`config.mk`:
```
export PLATFORM = sky130hd
export DESIGN_NAME = mem_arbiter
export DESIGN_NICKNAME = d
export VERILOG_FILES = /design/src/rtl/mem_arbiter.sv
export SDC_FILE = /design/constraint.sdc
export NUM_CORES = 1
export LEC_CHECK = 0
export ABC_AREA = 1
export CAP_MARGIN = 20
export CORE_AREA = 2 2 106 108
export DETAILED_ROUTE_END_ITERATION = 6
export DIE_AREA = 0 0 108 110
export HOLD_SLACK_MARGIN = 0.12
export PLACE_DENSITY = 0.66
export SLEW_MARGIN = 20
export SYNTH_ARGS = -nofsm -noshare
export SYNTH_HDL_FRONTEND = slang
export SYNTH_SLANG_ARGS = --single-unit
```
`constraint.sdc`:
```
create_clock -name clk -period 2 [get_ports clk]
set_input_delay 0.3 -clock clk [delete_from_list [all_inputs] [get_ports clk]]
set_output_delay 0.3 -clock clk [all_outputs]
set_load 0.02 [all_outputs]
```
`src/rtl/mem_arbiter.sv`:
```
// Shares the single-port memory between fetch and load/store: 0-cycle grant, 1-cycle routed response.
// Load/store has priority; fetch overrides it after STARVE_MAX denied cycles; flush kills fetch grants and responses.
module mem_arbiter #(
  parameter int AW         = 32,
  parameter int STARVE_MAX = 4
) (
  input  logic          clk,
  input  logic          rst,
  input  logic          if_req,
  input  logic [AW-1:0] if_addr,
  input  logic          if_flush,
  output logic          if_gnt,
  output logic          if_rvalid,
  output logic [31:0]   if_rdata,
  input  logic          ls_req,
  input  logic          ls_we,
  input  logic [AW-1:0] ls_addr,
  input  logic [31:0]   ls_wdata,
  input  logic [3:0]    ls_wstrb,
  output logic          ls_gnt,
  output logic          ls_rvalid,
  output logic [31:0]   ls_rdata,
  output logic          mem_en,
  output logic          mem_we,
  output logic [AW-1:0] mem_addr,
  output logic [31:0]   mem_wdata,
  output logic [3:0]    mem_wstrb,
  input  logic [31:0]   mem_rdata
);

  localparam int CW = $clog2(STARVE_MAX + 1);
  localparam logic [CW-1:0] STARVE_LIM = CW'(STARVE_MAX);

  logic [CW-1:0] starve_q, starve_d;
  logic          pend_q, pend_d;
  logic          own_q, own_d;
  logic          if_ok;
  logic          gnt_if, gnt_ls;

  // Grants are suppressed during reset so nothing reaches the memory or the state.
  always_comb begin
    if_ok  = if_req & ~if_flush;
    gnt_if = 1'b0;
    gnt_ls = 1'b0;
    if (!rst) begin
      if (if_ok && starve_q == STARVE_LIM) gnt_if = 1'b1;
      else if (ls_req)                     gnt_ls = 1'b1;
      else if (if_ok)                      gnt_if = 1'b1;
    end
  end

  always_comb begin
    mem_en    = gnt_if | gnt_ls;
    mem_we    = 1'b0;
    mem_addr  = '0;
    mem_wdata = '0;
    mem_wstrb = '0;
    if (gnt_ls) begin
      mem_we    = ls_we;
      mem_addr  = ls_addr;
      mem_wdata = ls_wdata;
      mem_wstrb = ls_we ? ls_wstrb : 4'b0000;
    end else if (gnt_if) begin
      mem_addr = if_addr;
    end
  end

  always_comb begin
    starve_d = starve_q;
    if (gnt_if || !if_req || if_flush) starve_d = '0;
    else if (starve_q != STARVE_LIM)   starve_d = starve_q + CW'(1);
    pend_d = gnt_if | gnt_ls;
    own_d  = gnt_ls;
  end

  always_ff @(posedge clk) begin
    if (rst) begin
      starve_q <= '0;
      pend_q   <= 1'b0;
      own_q    <= 1'b0;
    end else begin
      starve_q <= starve_d;
      pend_q   <= pend_d;
      own_q    <= own_d;
    end
  end

  assign if_gnt    = gnt_if;
  assign ls_gnt    = gnt_ls;
  // A fetch response due in a flush cycle belongs to a dead instruction stream.
  assign if_rvalid = pend_q & ~own_q & ~if_flush & ~rst;
  assign ls_rvalid = pend_q & own_q & ~rst;
  assign if_rdata  = if_rvalid ? mem_rdata : 32'h0;
  assign ls_rdata  = ls_rvalid ? mem_rdata : 32'h0;

endmodule

```
=== After elaboration in Yosys (flattened, before gate mapping) ===
Cells that the tools add are included.

* Input port bits: 138
* Output and inout bits: 138
* Register bits after elaboration: 5

* Reduce and logical (&&, ||, !) cells: 5
* Mux-type cells: 15
* Add/subtract/negate cells: 1
* Equal/unequal tests: 2
* Bitwise operators: 10

{| class="wikitable"
|+ Operators by type and width
! kind !! number
|-
| 32-bit 2-to-1 mux || 5
|-
| 1-bit 2-to-1 mux || 8
|-
| 4-bit 2-to-1 mux || 2
|-
| 1-bit AND || 6
|-
| 3-bit by 1-bit adder with 3-bit output, second input constant || 1
|-
| 3-bit equality test, second input constant || 1
|-
| 3-bit inequality test, second input constant || 1
|-
| 1-bit inverter || 3
|-
| 1-bit logical OR || 2
|-
| 2-bit OR reduction || 1
|-
| 1-bit logical AND || 1
|-
| 1-bit logical NOT || 1
|-
| 1-bit bitwise OR || 1
|}

=== Logic depth before layout (Yosys ltp) ===
Gate-level depths: netlist (run 1).

* Depth after elaboration: 9
* Gate-level depth with buffers: 9
* Depth with buffers taken out: 7

=== Least setup slack after synthesis (run 1) ===
OpenSTA, ideal clock, no wires.

* Path kind: register -> output
* Start point: reg starve_q[0]
* End point: out mem_wdata[13]
* Arrival: 1.435 ns
* Cell stages (with the launch flop): 10
* Setup slack: 0.265 ns
* Required time: 1.700 ns
* Path buffers: 2
* Path through: dfxtp_1 inv_1 ha_1 nand2_1 inv_1 nand2_2 nand2_1 buf_4 buf_6 nor2_1

* Word-level cells in the longest chain between the ends: 5

{| class="wikitable"
|+ Ends and longest elaborated chain
! element !! line !! source
|-
| start, declared || 34 || <nowiki>logic [CW-1:0] starve_q, starve_d;</nowiki>
|-
| start signal, assigned || 82 || <nowiki>starve_q <= starve_d;</nowiki>
|-
| 3-bit equality test || 46 || <nowiki>if (if_ok && starve_q == STARVE_LIM) gnt_if = 1'b1;</nowiki>
|-
| 1-bit logical AND || 46 ||
|-
| 1-bit 2-to-1 mux || 46 ||
|-
| 1-bit 2-to-1 mux || 45 || <nowiki>if (!rst) begin</nowiki>
|-
| 32-bit 2-to-1 mux || 58 || <nowiki>if (gnt_ls) begin</nowiki>
|-
| end, declared || 26 || <nowiki>output logic [31:0] mem_wdata,</nowiki>
|}

Every way passes these cells.

=== Worst setup path after layout (run 1) ===
* Start point: reg starve_q[0]
* End point: out mem_wdata[19]

Same word-level chain as after synthesis.

==> results of run 1 <==
[kinds of logic (layout without fill, tap and decap cells)]
logic type	count (synthesis)	count (layout)
buffers and inverters	100	384
adder cells (fa/ha/maj)	2	2
XOR/XNOR	1	1
AO/OA/AOI/OAI	2	2
flip-flops	5	5
AND/OR/NAND/NOR	220	220
[synth_stat cells]
library cell,number,area share (%)
inv_1,78,20
nor2_4,1,0.76
xnor2_1,1,0.59
buf_6,1,0.76
ha_1,2,1.7
a21oi_1,2,0.68
nor2_2,1,0.42
buf_2,20,6.8
nand2_1,43,11
dfxtp_1,5,6.8
buf_4,1,0.51
nor2_1,106,27
nor3_1,1,0.34
nand3_1,67,23
nand2_2,1,0.42
[worst max-delay path by stage]
stage           startpoint            end  slack, ps
3_5_place_dp           rst   if_rdata[22]       -350
4_1_cts        starve_q[0]   mem_wdata[3]        -50
5_1_grt        starve_q[0]  mem_wdata[24]        -10
3_3_place_gp           rst   if_rdata[22]       -340
2_1_floorplan  starve_q[0]  mem_wdata[13]        260
6_report       starve_q[0]  mem_wdata[19]         70
[layer usage]
| metal | vias up | GRT usage (%) | wire length [µm] |
|---|---|---|---|
| met5 | - | 0 | 0 |
| met4 | 0 | 4.85 | 162 |
| met3 | 8 | 5.41 | 1180 |
| met2 | 179 | 27.0 | 5020 |
| met1 | 1366 | 14.2 | 3580 |
| li1 | 1534 | - | - |
[power groups by stage]
stage / Combinational (mW) / Sequential [mW] / Clock [mW]
after global routing: 0.804 / 0.105 / 0.200
after global placement: 0.737 / 0.106 / 0
after detailed placement: 0.744 / 0.107 / 0
after floorplan: 0.257 / 0.106 / 0
final: 0.751 / 0.105 / 0.189
after CTS: 0.709 / 0.105 / 0.192
[worst register-to-register path: stages (launching register included)]
cell     delay [ps]
dfxtp_2         310
inv_1            50
ha_2            190
nand2_4          60
inv_2            70
nand2_4         100
nand2_8         120
buf_16          120
buf_12          130
buf_4           110
inv_1            30
[per-stage QoR]
step	hold slack [ps]	setup slack, ps
after floorplan	369	265
after global placement	498	-339
after detailed placement	525	-345
after CTS	531	-51.5
after global routing	517	-14.1
final	499	69.2
[final cells by class]
cell class | instances | area share [%]
tap | 140 | 3.82
sequential | 5 | 2.24
multi-input combinational | 225 | 22.5
inverter | 78 | 6.39
timing repair buffer | 302 | 64.1
clock buffer | 4 | 0.983
[what timing repair did]
item | CTS | global route
endpoints found under the setup margin | 138 | 66
gates cloned | 2 | 5
setup buffers | 0 | 6
pin swaps | 1 | 5
gates resized for setup | 347 | 38
hold buffers | 0 | 0
[sequential cells by signal (all words and copies together), names as in the netlist]
register / count
own_q: 1
pend_q: 1
starve_q: 3
==> flow_summary.ini, run 1 <==
[layout]
fillCellCount = 1149
final_area_mm2 = 0.00458
stdcell_count = 754
synthToLayoutAreaGrowth_pct = 210
insertedDiodeCount = 0
multi_input_area_mm2 = 0.00103
layout-drive-gt1-share_pct = 19.7
regArea_um2 = 103
layout_commonest_cell = clkdlybuf4s50_1
final_nets = 755
final_cell_mix = clkdlybuf4s50_1, nor2_1, inv_1
fin_util_pct = 42.8

[sta]
fin_tns_setup_ps = 0
fin_crit_ps = 1930
rsz0062_at_grt = true
worst_pin_slew_ps = 286
finalCritPeriodShare_pct = 96.5
hold_viol_final = 0
worst_clock_skew_ps = 1.54
setup_viol = 0
max-slew-margin-rel_pct = 80.9
fmax_ghz = 0.518
maxSlewViolCount = 0

[yosys]
yosys.area_share.simple_pct = 62.4
syn_avg_cell_area_um2 = 4.48
synth_cell_types = 15
yosys-mux-area-fraction_pct = 0
synthesis.area_mm2 = 0.00148
syn_nets = 470
syn_inst = 330
synth_top_family_by_area = simple AND/OR/NAND/NOR gates
yosys.area_share.adder_pct = 1.69
synthXorXnorAreaFrac_pct = 0.592
yosys_warnings = 0
synth_seq_cells = 5
seq_area_frac_synth_pct = 6.77
synth_compound_area_share_pct = 0.677

[global_routing]
antenna_found_initial = 0
grt_first_pass_wirelength_um = 13400
grt_max_degree = 34
overflow = 0
grt_pass1_vias = 2821
track_usage_pct = 14.2

[routing]
routedWlPerCell_um = 13.2
drt_pass1_iterations = 4
via_count = 3087
drt_iter0_markers = 118
ant_nets = 0
wl_um = 9940
vias_per_cell = 4.09
drc = 0

[flow_run]
maxCapViolCount = 0

[clocking]
clockBufferDepth = 2
cts-root-buf = clkbuf_8
cts_buffers = 3
path_clk_slew_ps = 30
h-tree-depth = 1
clk_latency_ps = 220
cts_tree = yes
cts.sinks = 5

[placement]
gp_congestion = 0.745
port-buffer-count = 275
dp_cells = 737
placed_area_mm2 = 0.00448
hpwl_um = 7350

[min_path]
hold_path_end = starve_q[0]
hold_depth = 2
hp-class = reg -> reg
hp-start = starve_q[0]

[floorplanning]
core_mm2 = 0.0107
rows = 38
fp.dieArea_mm2 = 0.0119
die_h_um = 110
num_io_pins = 276
die_x_um = 108
start_util_pct = 13.8

[pwr]
p_comb_share_pct = 71.9
power_switching_mw = 0.381
power.share.clock_pct = 18.1
seqPwrFrac_pct = 10.1
power_density_mw_per_mm2 = 228
report.power.total_mw = 1.05
peakVddDrop_mv = 0.114
swShare_pct = 36.4
p_int_mw = 0.665
cellLeakagePower_nw = 2.73

[critical_path]
crit_family = buffers and inverters
path_buf_inv = 5
cp_data_arrival_time_ps = 1630
cp_slowest_cell = dfxtp_2
cp_common_cell = nand2_4
crit_path_end_kind = output port
crit_cells = 10
reg2reg_slack_ps = 600
criticalPathCategory = reg -> out
reg2reg_depth = 10
cp_max_fo = 6
cp-start-kind = flop
slowest_delay_ps = 320
reg2reg_to = own_q
required_ps = 1700
worstReg2RegStart = starve_q[0]
path_cells = inv_1, ha_2, nand2_4, inv_2, nand2_4, nand2_8, buf_16, buf_12, nor2_1, buf_4

[outcome]
status = finished, final reports clean
Note: power is estimated with default switching activity, not from simulation.
==> inputs of run 2 (changes only) <==
CTS_CLUSTER_SIZE = 24   (was unset)
SLEW_MARGIN = 10   (was 20)
==> results of run 2 <==
Same layout as run 1: the final DEF is identical, and so are final timing and power.
==> inputs of run 3 (changes only) <==
CAP_MARGIN = unset   (was 20)
CTS_CLUSTER_SIZE = 30   (was 24)
==> results of run 3 <==
Same layout as run 1: the final DEF is identical, and so are final timing and power.
